**src/rtl/imm_narrow_pkg.sv**
```systemverilog
// Shared immediate-field definitions for the narrowing unit and the decoder-side fit test.
package imm_narrow_pkg;

  localparam int IMM_W  = 15;
  localparam int WORD_W = 32;

  localparam logic [IMM_W-1:0] IMM_MAX = 15'h3FFF;
  localparam logic [IMM_W-1:0] IMM_MIN = 15'h4000;

  typedef struct packed {
    logic [IMM_W-1:0] imm;
    logic             ovf;
  } narrow_res_t;

  typedef enum logic [1:0] {
    S_EMPTY = 2'd0,
    S_ONE   = 2'd1,
    S_TWO   = 2'd2
  } occ_state_t;

endpackage

```
**src/rtl/imm_fit_check.sv**
```systemverilog
// Combinational fit test for a 15-bit signed immediate plus the saturate/wrap result mux.
module imm_fit_check
  import imm_narrow_pkg::*;
(
  input  logic [WORD_W-1:0] i_data,
  input  logic              i_sat_en,
  output narrow_res_t       o_res
);

  // The word fits when every bit from the immediate sign bit upward agrees.
  logic [WORD_W-IMM_W:0] w_upper;
  logic                  w_fits;

  assign w_upper = i_data[WORD_W-1:IMM_W-1];
  assign w_fits  = (&w_upper) | ~(|w_upper);

  always_comb begin
    o_res.ovf = ~w_fits;
    o_res.imm = i_data[IMM_W-1:0];
    if (!w_fits && i_sat_en) begin
      o_res.imm = i_data[WORD_W-1] ? IMM_MIN : IMM_MAX;
    end
  end

endmodule

```
**src/rtl/imm_narrow.sv**
```systemverilog
// Immediate narrowing unit: fit check at acceptance, two-entry skid buffer, saturating overflow count.
//
// state   | meaning
// S_EMPTY | no result held; out_valid=0, in_ready=1
// S_ONE   | result in main register; out_valid=1, in_ready=1
// S_TWO   | main and skid registers full; out_valid=1, in_ready=0
module imm_narrow
  import imm_narrow_pkg::*;
#(
  parameter int IN_W  = WORD_W,
  parameter int OUT_W = IMM_W,
  parameter int CNT_W = 16
) (
  input  logic             i_clk,
  input  logic             i_rst,
  input  logic             i_in_valid,
  output logic             o_in_ready,
  input  logic [IN_W-1:0]  i_in_data,
  input  logic             i_sat_en,
  output logic             o_out_valid,
  input  logic             i_out_ready,
  output logic [OUT_W-1:0] o_out_imm,
  output logic             o_out_ovf,
  input  logic             i_clr_count,
  output logic [CNT_W-1:0] o_ovf_count
);

  localparam logic [CNT_W-1:0] CNT_MAX = {CNT_W{1'b1}};

  occ_state_t       r_state;
  narrow_res_t      r_main;
  narrow_res_t      r_skid;
  logic             r_in_ready;
  logic             r_out_valid;
  logic [CNT_W-1:0] r_count;

  narrow_res_t w_res;
  logic        w_acc;
  logic        w_pop;

  imm_fit_check u_fit (
    .i_data   (i_in_data),
    .i_sat_en (i_sat_en),
    .o_res    (w_res)
  );

  assign w_acc = i_in_valid & r_in_ready;
  assign w_pop = r_out_valid & i_out_ready;

  always_ff @(posedge i_clk) begin
    if (i_rst) begin
      r_state     <= S_EMPTY;
      r_main      <= '0;
      r_skid      <= '0;
      r_in_ready  <= 1'b1;
      r_out_valid <= 1'b0;
    end else begin
      case (r_state)
        S_EMPTY: begin
          if (w_acc) begin
            r_main      <= w_res;
            r_out_valid <= 1'b1;
            r_state     <= S_ONE;
          end
        end
        S_ONE: begin
          if (w_acc && !w_pop) begin
            r_skid     <= w_res;
            r_in_ready <= 1'b0;
            r_state    <= S_TWO;
          end else if (w_pop && !w_acc) begin
            r_out_valid <= 1'b0;
            r_state     <= S_EMPTY;
          end else if (w_acc && w_pop) begin
            r_main <= w_res;
          end
        end
        S_TWO: begin
          if (w_pop) begin
            r_main     <= r_skid;
            r_in_ready <= 1'b1;
            r_state    <= S_ONE;
          end
        end
        default: begin
          r_state     <= S_EMPTY;
          r_in_ready  <= 1'b1;
          r_out_valid <= 1'b0;
        end
      endcase
    end
  end

  // Clear wins over a coincident overflow increment.
  always_ff @(posedge i_clk) begin
    if (i_rst || i_clr_count) begin
      r_count <= '0;
    end else if (w_acc && w_res.ovf && (r_count != CNT_MAX)) begin
      r_count <= r_count + 1'b1;
    end
  end

  assign o_in_ready  = r_in_ready;
  assign o_out_valid = r_out_valid;
  assign o_out_imm   = r_main.imm;
  assign o_out_ovf   = r_main.ovf;
  assign o_ovf_count = r_count;

endmodule

```
**config.mk**
```make
export PLATFORM = sky130hd
export DESIGN_NAME = imm_narrow
export DESIGN_NICKNAME = d
export VERILOG_FILES = /design/src/rtl/imm_narrow_pkg.sv /design/src/rtl/imm_fit_check.sv /design/src/rtl/imm_narrow.sv
export SDC_FILE = /design/constraint.sdc
export NUM_CORES = 1
export LEC_CHECK = 0
export CAP_MARGIN = 20
export CORE_MARGIN = 10
export CORE_UTILIZATION = 25
export DETAILED_ROUTE_END_ITERATION = 10
export PLACE_DENSITY = 0.56
export SETUP_SLACK_MARGIN = 0.15
export SLEW_MARGIN = 20
export SYNTH_ARGS = -nofsm -noshare
export SYNTH_HDL_FRONTEND = slang
export SYNTH_SLANG_ARGS = --single-unit
```
**constraint.sdc**
```tcl
create_clock -name i_clk -period 6.6 [get_ports i_clk]
set_input_delay 1.65 -clock i_clk [delete_from_list [all_inputs] [get_ports i_clk]]
set_output_delay 1.65 -clock i_clk [all_outputs]
set_load 0.005 [all_outputs]
```
=== Word-level counts from Yosys, hierarchy flattened ===
Index checks and enable logic that the tools add are counted.

* Register bits after elaboration: 52
* Bits of input ports: 38
* Output and inout bits: 34
* Logic and storage cells: 66

* Add/sub/neg operators: 1
* Equality and inequality tests: 11
* Mux-type cells: 20
* Bitwise logic cells: 7
* Reductions and logical operators: 19

{| class="wikitable"
|+ Operator list
! cell !! number
|-
| $mux 16 || 5
|-
| $pmux 16 s3 || 1
|-
| $mux 15 || 2
|-
| $reduce_and 18->1 || 1
|-
| $reduce_or 18->1 || 1
|-
| $add 16x1->16 const B || 1
|-
| $ne 16x16->1 const B || 1
|-
| $ne 2x2->1 const B || 7
|-
| $mux 2 || 4
|-
| $logic_and 1x1->1 || 6
|-
| $pmux 1 s3 || 2
|-
| $pmux 2 s3 || 1
|-
| $reduce_and 3->1 || 2
|-
| $reduce_and 6->1 || 1
|-
| $mux 1 || 5
|-
| $not 1->1 || 4
|-
| $reduce_and 4->1 || 1
|-
| $logic_not 1->1 || 3
|-
| $ne 3x3->1 const B || 1
|-
| $reduce_bool 3->1 || 1
|-
| $and 1x1->1 || 2
|-
| $eq 2x1->1 const B || 1
|-
| $eq 2x2->1 const B || 1
|-
| $logic_not 2->1 || 1
|-
| 3 further kinds || 3
|}

=== Logic depth before layout (Yosys ltp) ===
Gate-level depths: netlist (run 1).

* Depth in word-level cells: 10
* Gate-level depth with buffers: 11
* Gate-level depth less buffers: 9

=== Hierarchy ===
From an unflattened synthesis (run 1), not the netlist that was laid out.

* Cell total of the unflattened synthesis: 311
* Area total of the unflattened synthesis: 2707.6 µm²

{| class="wikitable"
|+ By module, submodules not included
! module !! times used !! cells an instance !! area an instance (µm²) !! seq. area each (µm²)
|-
| imm_narrow || 1 || 278 || 2418.6 || 1041.0
|-
| imm_fit_check || 1 || 33 || 289.0 || 0.0
|}

=== Least setup slack after synthesis (run 1) ===
No wires, ideal clock.

* Path type: input to register
* From: input i_in_data[27]
* To: register r_main (netlist bit o_out_imm[1])
* Setup time: 0.146 ns
* Data arrival time: 3.150 ns
* Required time: 6.454 ns
* Setup slack: 3.304 ns
* Stages on the path: 6
* Buffers on the path: 1
* Cell sequence: or4_4 or3_4 nand3_2 o21a_1 buf_2 a221oi_1

* Word-level cells in the longest chain between the ends: 10
* Elaborated cells between the ends (all ways): 12
* Those cells by class: mux: 6; bitwise: 2; reduce/logical: 4

{| class="wikitable"
|+ Ends and longest elaborated chain
! item !! RTL line !! source
|-
| start: declaration || imm_narrow.sv:18 || <nowiki>input logic [IN_W-1:0] i_in_data,</nowiki>
|-
| $reduce_or 18->1 || imm_fit_check.sv:15 || <nowiki>assign w_fits = (&w_upper) | ~(|w_upper);</nowiki>
|-
| $not 1->1 || imm_fit_check.sv:15 ||
|-
| $or 1x1->1 * || imm_fit_check.sv:15 ||
|-
| $logic_not 1->1 * || imm_fit_check.sv:20 || <nowiki>if (!w_fits && i_sat_en) begin</nowiki>
|-
| $logic_and 1x1->1 * || imm_fit_check.sv:20 ||
|-
| $mux 15 * || imm_fit_check.sv:20 ||
|-
| $mux 16 || imm_narrow.sv:74 || <nowiki>end else if (w_acc && w_pop) begin</nowiki>
|-
| $mux 16 || imm_narrow.sv:71 || <nowiki>end else if (w_pop && !w_acc) begin</nowiki>
|-
| $mux 16 || imm_narrow.sv:67 || <nowiki>if (w_acc && !w_pop) begin</nowiki>
|-
| $pmux 16 s3 * || imm_narrow.sv:58 || <nowiki>case (r_state)</nowiki>
|-
| end signal: assignment || imm_narrow.sv:61 || <nowiki>r_main <= w_res;</nowiki>
|-
| end signal: assignment || imm_narrow.sv:75 || <nowiki>r_main <= w_res;</nowiki>
|-
| end signal: assignment || imm_narrow.sv:80 || <nowiki>r_main <= r_skid;</nowiki>
|-
| end: declaration || imm_narrow.sv:31 || <nowiki>narrow_res_t r_main;</nowiki>
|}

Mark *: on every way between the ends. The rest lies on a longest branch, timed or not. The select of a mux whose other input is x is not followed.
A chain may end at the register's enable or synchronous reset.

=== Worst setup path after layout (run 1) ===
* From: input i_in_valid
* To: register r_main (netlist bit o_out_imm[1])

* Word-level cells in the longest chain between the ends: 5
* Elaborated cells between the ends (all ways): 10
* Those cells by class: eq/ne: 4; bitwise: 1; reduce/logical: 5

{| class="wikitable"
|+ Ends and longest elaborated chain
! item !! RTL line !! source
|-
| start: declaration || imm_narrow.sv:16 || <nowiki>input logic i_in_valid,</nowiki>
|-
| $and 1x1->1 * || imm_narrow.sv:47 || <nowiki>assign w_acc = i_in_valid & r_in_ready;</nowiki>
|-
| $logic_not 1->1 || imm_narrow.sv:71 ||
|-
| $logic_and 1x1->1 || imm_narrow.sv:71 ||
|-
| $ne 2x2->1 (no line) || -- ||
|-
| $reduce_and 6->1 (no line) * || -- ||
|}

Mark *: on every way between the ends. The rest lies on a longest branch, timed or not.

==> flow_summary.json, run 1 <==
{
  "nFillCells": 1071,
  "crit_fanout": 18,
  "fin_skew_ps": 11.23,
  "powerDensity_mw_per_mm2": 212.6,
  "worst_pin_slew_ps": 979.3,
  "min_path_type": "reg -> reg",
  "ios": 72,
  "dp_cells": 506,
  "cp_top_family": "compound AO/OA/AOI/OAI gates",
  "cts_root_buf": "clkbuf_8",
  "drtIter0Drc": 209,
  "synth-seq-area-share": 0.3960,
  "path_class": "in -> reg",
  "drc": 0,
  "drt-wirelength-per-cell_um": 16.06,
  "ys_seq_elements": 52,
  "crit_arrival_ps": 4430,
  "cts_tree": "yes",
  "synth_top_area_share": 0.3960,
  "grt_pass1_vias": 2699,
  "pre_cts_slack_ps": 2064,
  "cts_setup_buffers": 0,
  "clock_latency_ps": 310,
  "setup_tns_ps": 0,
  "start_util": 0.2558,
  "p_leak_nw": 1.120,
  "peakVddDrop_mv": 0.08938,
  "grt_pass1_wl_mm": 13.72,
  "max_stage_delay_ps": 710,
  "met1_usage": 0.1345,
  "areaGrowthSynthToFinish_pct": 34.22,
  "cp_cell_sequence": "clkdlybuf4s50_1, nand2_1, inv_1, ha_1, nand4bb_1, a21o_1, and2_1, a22oi_1, a221oi_1",
  "synth_edf_count": 0,
  "overflow": 0,
  "slew_headroom": 0.3447,
  "clkTransAtPathRegs_ps": 100,
  "clk_path_buf_depth": 2,
  "cap_violations": 0,
  "grt_max_degree": 41,
  "core-area_sq_mm": 0.01028,
  "routed-via-count": 2689,
  "netlist_area_sq_mm": 0.002629,
  "power.total_mw": 0.7502,
  "rows": 37,
  "synth.area.top_cells": "dfxtp_1 40%, or3_1 5.5%, a211oi_1 4.9%",
  "setup_violations": 0,
  "synth_commonest_cells": "52 x dfxtp_1, 31 x nand2_1, 31 x nor2_1, 23 x or3_1, 22 x o21ai_0",
  "final_core_util": 0.3433,
  "dr.pass1.iters": 4,
  "ys_types": 43,
  "nets": 419,
  "antenna_found_initial": 0,
  "yosys.area.top_type": "dfxtp_1",
  "htree_levels": 2,
  "drt_wl_total_mm": 8.255,
  "clock_sinks": 52,
  "die_area_sq_mm": 0.01502,
  "rsz0062_at_grt": "false",
  "ant_nets": 0,
  "setup_ws_ps": 2386,
  "io_buffers": 71,
  "antenna_cells": 0,
  "die_height_um": 122.5,
  "syn_inst": 319,
  "async_flop_share": 0,
  "syn_area_per_cell_sq_um": 8.241,
  "drt-vias-per-instance": 5.232,
  "worstSetupEndpointType": "flip-flop",
  "cts_resized": 0,
  "synth_nets": 361,
  "busiest_layer": "met2",
  "fin_crit_ps": 4214,
  "yosysWarnings": 0,
  "cts_buffers": 5,
  "hold_viol": 0,
  "clock.fmax_mhz": 237.3,
  "gp_congestion": 0.7973,
  "synth_most_common_cell": "dfxtp_1",
  "gr-usage-all-layers": 0.1098,
  "status": "finished clean",
  "die_w_um": 122.5,
  "hold_buffers": 0,
  "crit_buf_inv": 2,
  "met2_usage": 0.1827,
  "fin_cells": 514,
  "drive_gt1_frac": 0.04762,
  "cp-start-kind": "input port",
  "slew_violations": 0,
  "cpMaxStageDelayCell": "and2_1",
  "post-route-period-util": 0.6385,
  "required_ps": 6820,
  "met3_usage": 0.03627,
  "ys.flop_type": "dfxtp_1",
  "place_hpwl_mm": 5.854
}
[state kept, by name (all words and copies together) (netlist names)]
signal	flops
o_out_valid	1
r_skid	16
o_out_imm	15
o_ovf_count	16
r_state	2
o_out_ovf	1
o_in_ready	1
[kinds of logic (layout without fill, tap and decap cells)]
kind of cell / count (synthesis) / after routing / synth area share
AO/OA/AOI/OAI: 99 / 99 / 0.2604
XOR/XNOR: 1 / 1 / 0.003332
adder cells (fa/ha/maj): 4 / 4 / 0.01904
buffers and inverters: 29 / 88 / 0.05473
flip-flops: 52 / 52 / 0.3960
multiplexers: 2 / 2 / 0.007616
AND/OR/NAND/NOR: 132 / 132 / 0.2589
[layout by cell type, fill, tap and decap left out, types with 4 or more instances in the layout]
cell and instances:
a22oi_1 14, nor2_1 31, or4_1 6, nor3_1 8
a221oi_1 11, nand2_1 31, o21ai_0 22, clkdlybuf4s50_1 71
nand4_1 8, a21oi_1 17, o31ai_1 5, nor4_1 5
inv_1 7, ha_1 4, or3_1 23, nand3_1 8
a211oi_1 17, dfxtp_1 52, clkbuf_8 6
[cell type report]
type,instances,area [sq um],area share
repair buffers,73,725.7,0.2057
flip-flops and latches,52,1041,0.2950
inverters,7,26.28,0.007447
clock buffers,6,82.58,0.02340
well taps,136,170.2,0.04823
clock inverters,2,38.79,0.01099
multi-input cells,238,1444,0.4092
[power breakdown]
part / switching [mW] / internal (mW)
Combinational: 0.0803 / 0.0759
Sequential: 0.0209 / 0.337
Clock: 0.112 / 0.124
Total: 0.213 / 0.537
[metal layers]
| layer | wire (um) | share of wire | up-vias |
|---|---|---|---|
| met2 | 3899 | 0.47 | 76 |
| met4 | 99 | 0.012 | 0 |
| li1 | - | - | 1320 |
| met5 | 0 | 0 | - |
| met3 | 624 | 0.076 | 10 |
| met1 | 3632 | 0.44 | 1283 |
[worst register-to-register path: cells and delay by family (launching register included)]
kind                       cells  cell delay [ps]
AOI/OAI and AO/OA              3             1000
adders and majority gates      1              210
buffers and inverters          1              120
DFF                            1              420
and+or+nand+nor                3              990
[worst paths after layout]
check,depth (start not counted),from,endpoint,slack [ps]
worst max-delay path,9,i_in_valid,o_out_imm[1],2390
worst min-delay path,2,o_ovf_count[6],o_ovf_count[6],500
worst max register to register,8,o_in_ready,o_out_imm[1],3780
worst min register to register,2,o_ovf_count[6],o_ovf_count[6],500
[per-stage QoR]
step,hold slack (ps),instance area (sq um)
floorplan,454.7,2629
global placement,475.0,3407
detailed placement,478.8,3407
CTS,494.7,3528
global route,524.8,3528
finish,497.5,3528
No activity file was read; power rests on OpenSTA's default activity.
==> run 2, diff against run 1 <==
- PLACE_DENSITY: 0.56 -> 0.58
- clock period: 6.6 -> 3.8 ns (I/O delays scaled with it)
==> flow_summary.json, run 2 (synthesis results as in run 1) <==
{
  "die_w_um": 122.5,
  "regArea_sq_mm": 0.001041,
  "crit_arrival_ps": 3240,
  "combPwrFrac": 0.223,
  "multi_input_area_sq_mm": 0.001444,
  "cts_tree": "yes",
  "place_hpwl_mm": 5.853,
  "clock_sinks": 52,
  "reg2reg_from": "r_state[0]",
  "post-route-period-util": 0.7981,
  "cpMaxStageDelayCell": "and2_1",
  "start_util": 0.2558,
  "hold_buffers": 0,
  "final_common_cell": "clkdlybuf4s50_1",
  "drive_gt1_frac": 0.06005,
  "path_class": "in -> reg",
  "p_clk_frac": 0.272,
  "cts_root_buf": "clkbuf_8",
  "antenna_cells": 0,
  "min_from": "r_skid[5]",
  "nFillCells": 1115,
  "cp-start-kind": "input port",
  "nets": 424,
  "dr.pass1.iters": 4,
  "cp_cell_sequence": "clkdlybuf4s50_1, nand2_1, inv_1, ha_1, nand4bb_1, a21o_1, and2_1, a22oi_1, a221oi_1",
  "core-area_sq_mm": 0.01028,
  "cts_buffers": 5,
  "cp_top_family": "simple AND/OR/NAND/NOR gates",
  "setup_violations": 0,
  "hold_viol": 0,
  "cts_setup_buffers": 0,
  "fin_crit_ps": 3033,
  "drt-wirelength-per-cell_um": 15.94,
  "routed-via-count": 2667,
  "grt_pass1_vias": 2657,
  "crit_fanout": 18,
  "clock_latency_ps": 310,
  "die_area_sq_mm": 0.01502,
  "final_cell_mix": "71 x clkdlybuf4s50_1, 52 x dfxtp_1, 31 x nand2_1, 31 x nor2_1, 23 x or3_1",
  "clkTransAtPathRegs_ps": 120,
  "die_height_um": 122.5,
  "clk_path_buf_depth": 2,
  "p_int_mw": 0.8573,
  "slew_headroom": 0.5168,
  "gr-usage-all-layers": 0.1096,
  "worst_pin_slew_ps": 724.8,
  "setup_tns_ps": 0,
  "min_path_type": "reg -> reg",
  "power.net_switching_mw": 0.3758,
  "crit_buf_inv": 2,
  "drtIter0Drc": 162,
  "areaGrowthSynthToFinish_pct": 34.70,
  "max_stage_delay_ps": 600,
  "drt_wl_total_mm": 8.275,
  "worstSetupEndpointType": "flip-flop",
  "rsz0062_at_grt": "false",
  "status": "finished clean",
  "required_ps": 4000,
  "fin_skew_ps": 18.28,
  "rows": 37,
  "whs_ps": 503.0,
  "overflow": 0,
  "clock.fmax_mhz": 329.7,
  "r2r_slack_ps": 1210,
  "powerDensity_mw_per_mm2": 348.3,
  "htree_levels": 2,
  "p_leak_nw": 1.129,
  "grt_pass1_wl_mm": 13.56,
  "antenna_found_initial": 0,
  "gp_congestion": 0.7712,
  "peakVddDrop_mv": 0.2155,
  "power_frac_seq": 0.504,
  "drc": 0,
  "io_buffers": 71,
  "ios": 72,
  "ant_nets": 0,
  "slew_violations": 0,
  "drt-vias-per-instance": 5.139,
  "cts_resized": 0,
  "power.total_mw": 1.233,
  "swShare": 0.3047,
  "crit_path_start": "i_in_valid",
  "grt_max_degree": 40,
  "cap_violations": 0
}
[run 2: area by class of cell]
| type | count | share of cell area |
|---|---|---|
| clock buffers | 5 | 0.01943 |
| clock inverters | 3 | 0.007774 |
| inverters | 7 | 0.007420 |
| multi-input cells | 238 | 0.4078 |
| flip-flops and latches | 52 | 0.2940 |
| well taps | 136 | 0.04806 |
| repair buffers | 78 | 0.2155 |
[run 2: path summary, 6_finish.rpt]
check / endpoint / cells past startpoint
min reg2reg: r_skid[5] / 2
min: r_skid[5] / 2
max reg2reg: o_out_imm[4] / 5
max: o_out_imm[4] / 9
[run 2: power by group through the flow]
stage / clock network, mW / registers, mW / logic, mW
2_1_floorplan: 0 / 0.621 / 0.154
3_3_place_gp: 0 / 0.634 / 0.273
3_5_place_dp: 0 / 0.635 / 0.277
4_1_cts: 0.351 / 0.623 / 0.279
5_1_grt: 0.375 / 0.630 / 0.306
6_report: 0.336 / 0.622 / 0.275
[run 2: layer usage]
metal | GRT usage | part of all wire | up-vias
met2 | 0.1817 | 0.48 | 68
li1 | - | - | 1324
met3 | 0.03673 | 0.075 | 6
met4 | 0.02283 | 0.0083 | 0
met1 | 0.1354 | 0.44 | 1269
met5 | 0 | 0 | -
[run 2: worst min-delay path: stages, from the launching register on]
cell	delay [ps]
dfxtp_1	330
nor2_1	90
a211oi_1	50
[run 2: metrics by stage]
| step | worst slack (ps) | cell area [sq um] | instances | util |
|---|---|---|---|---|
| 2_1_floorplan | 1204 | 2629 | 319 | - |
| 3_3_place_gp | 515.8 | 3445 | 511 | 0.3352 |
| 3_5_place_dp | 412.2 | 3445 | 511 | 0.3352 |
| 4_1_cts | 731.3 | 3541 | 519 | 0.3445 |
| 5_1_grt | 509.5 | 3541 | 519 | 0.3445 |
| 6_report | 767.2 | 3541 | 519 | 0.3445 |
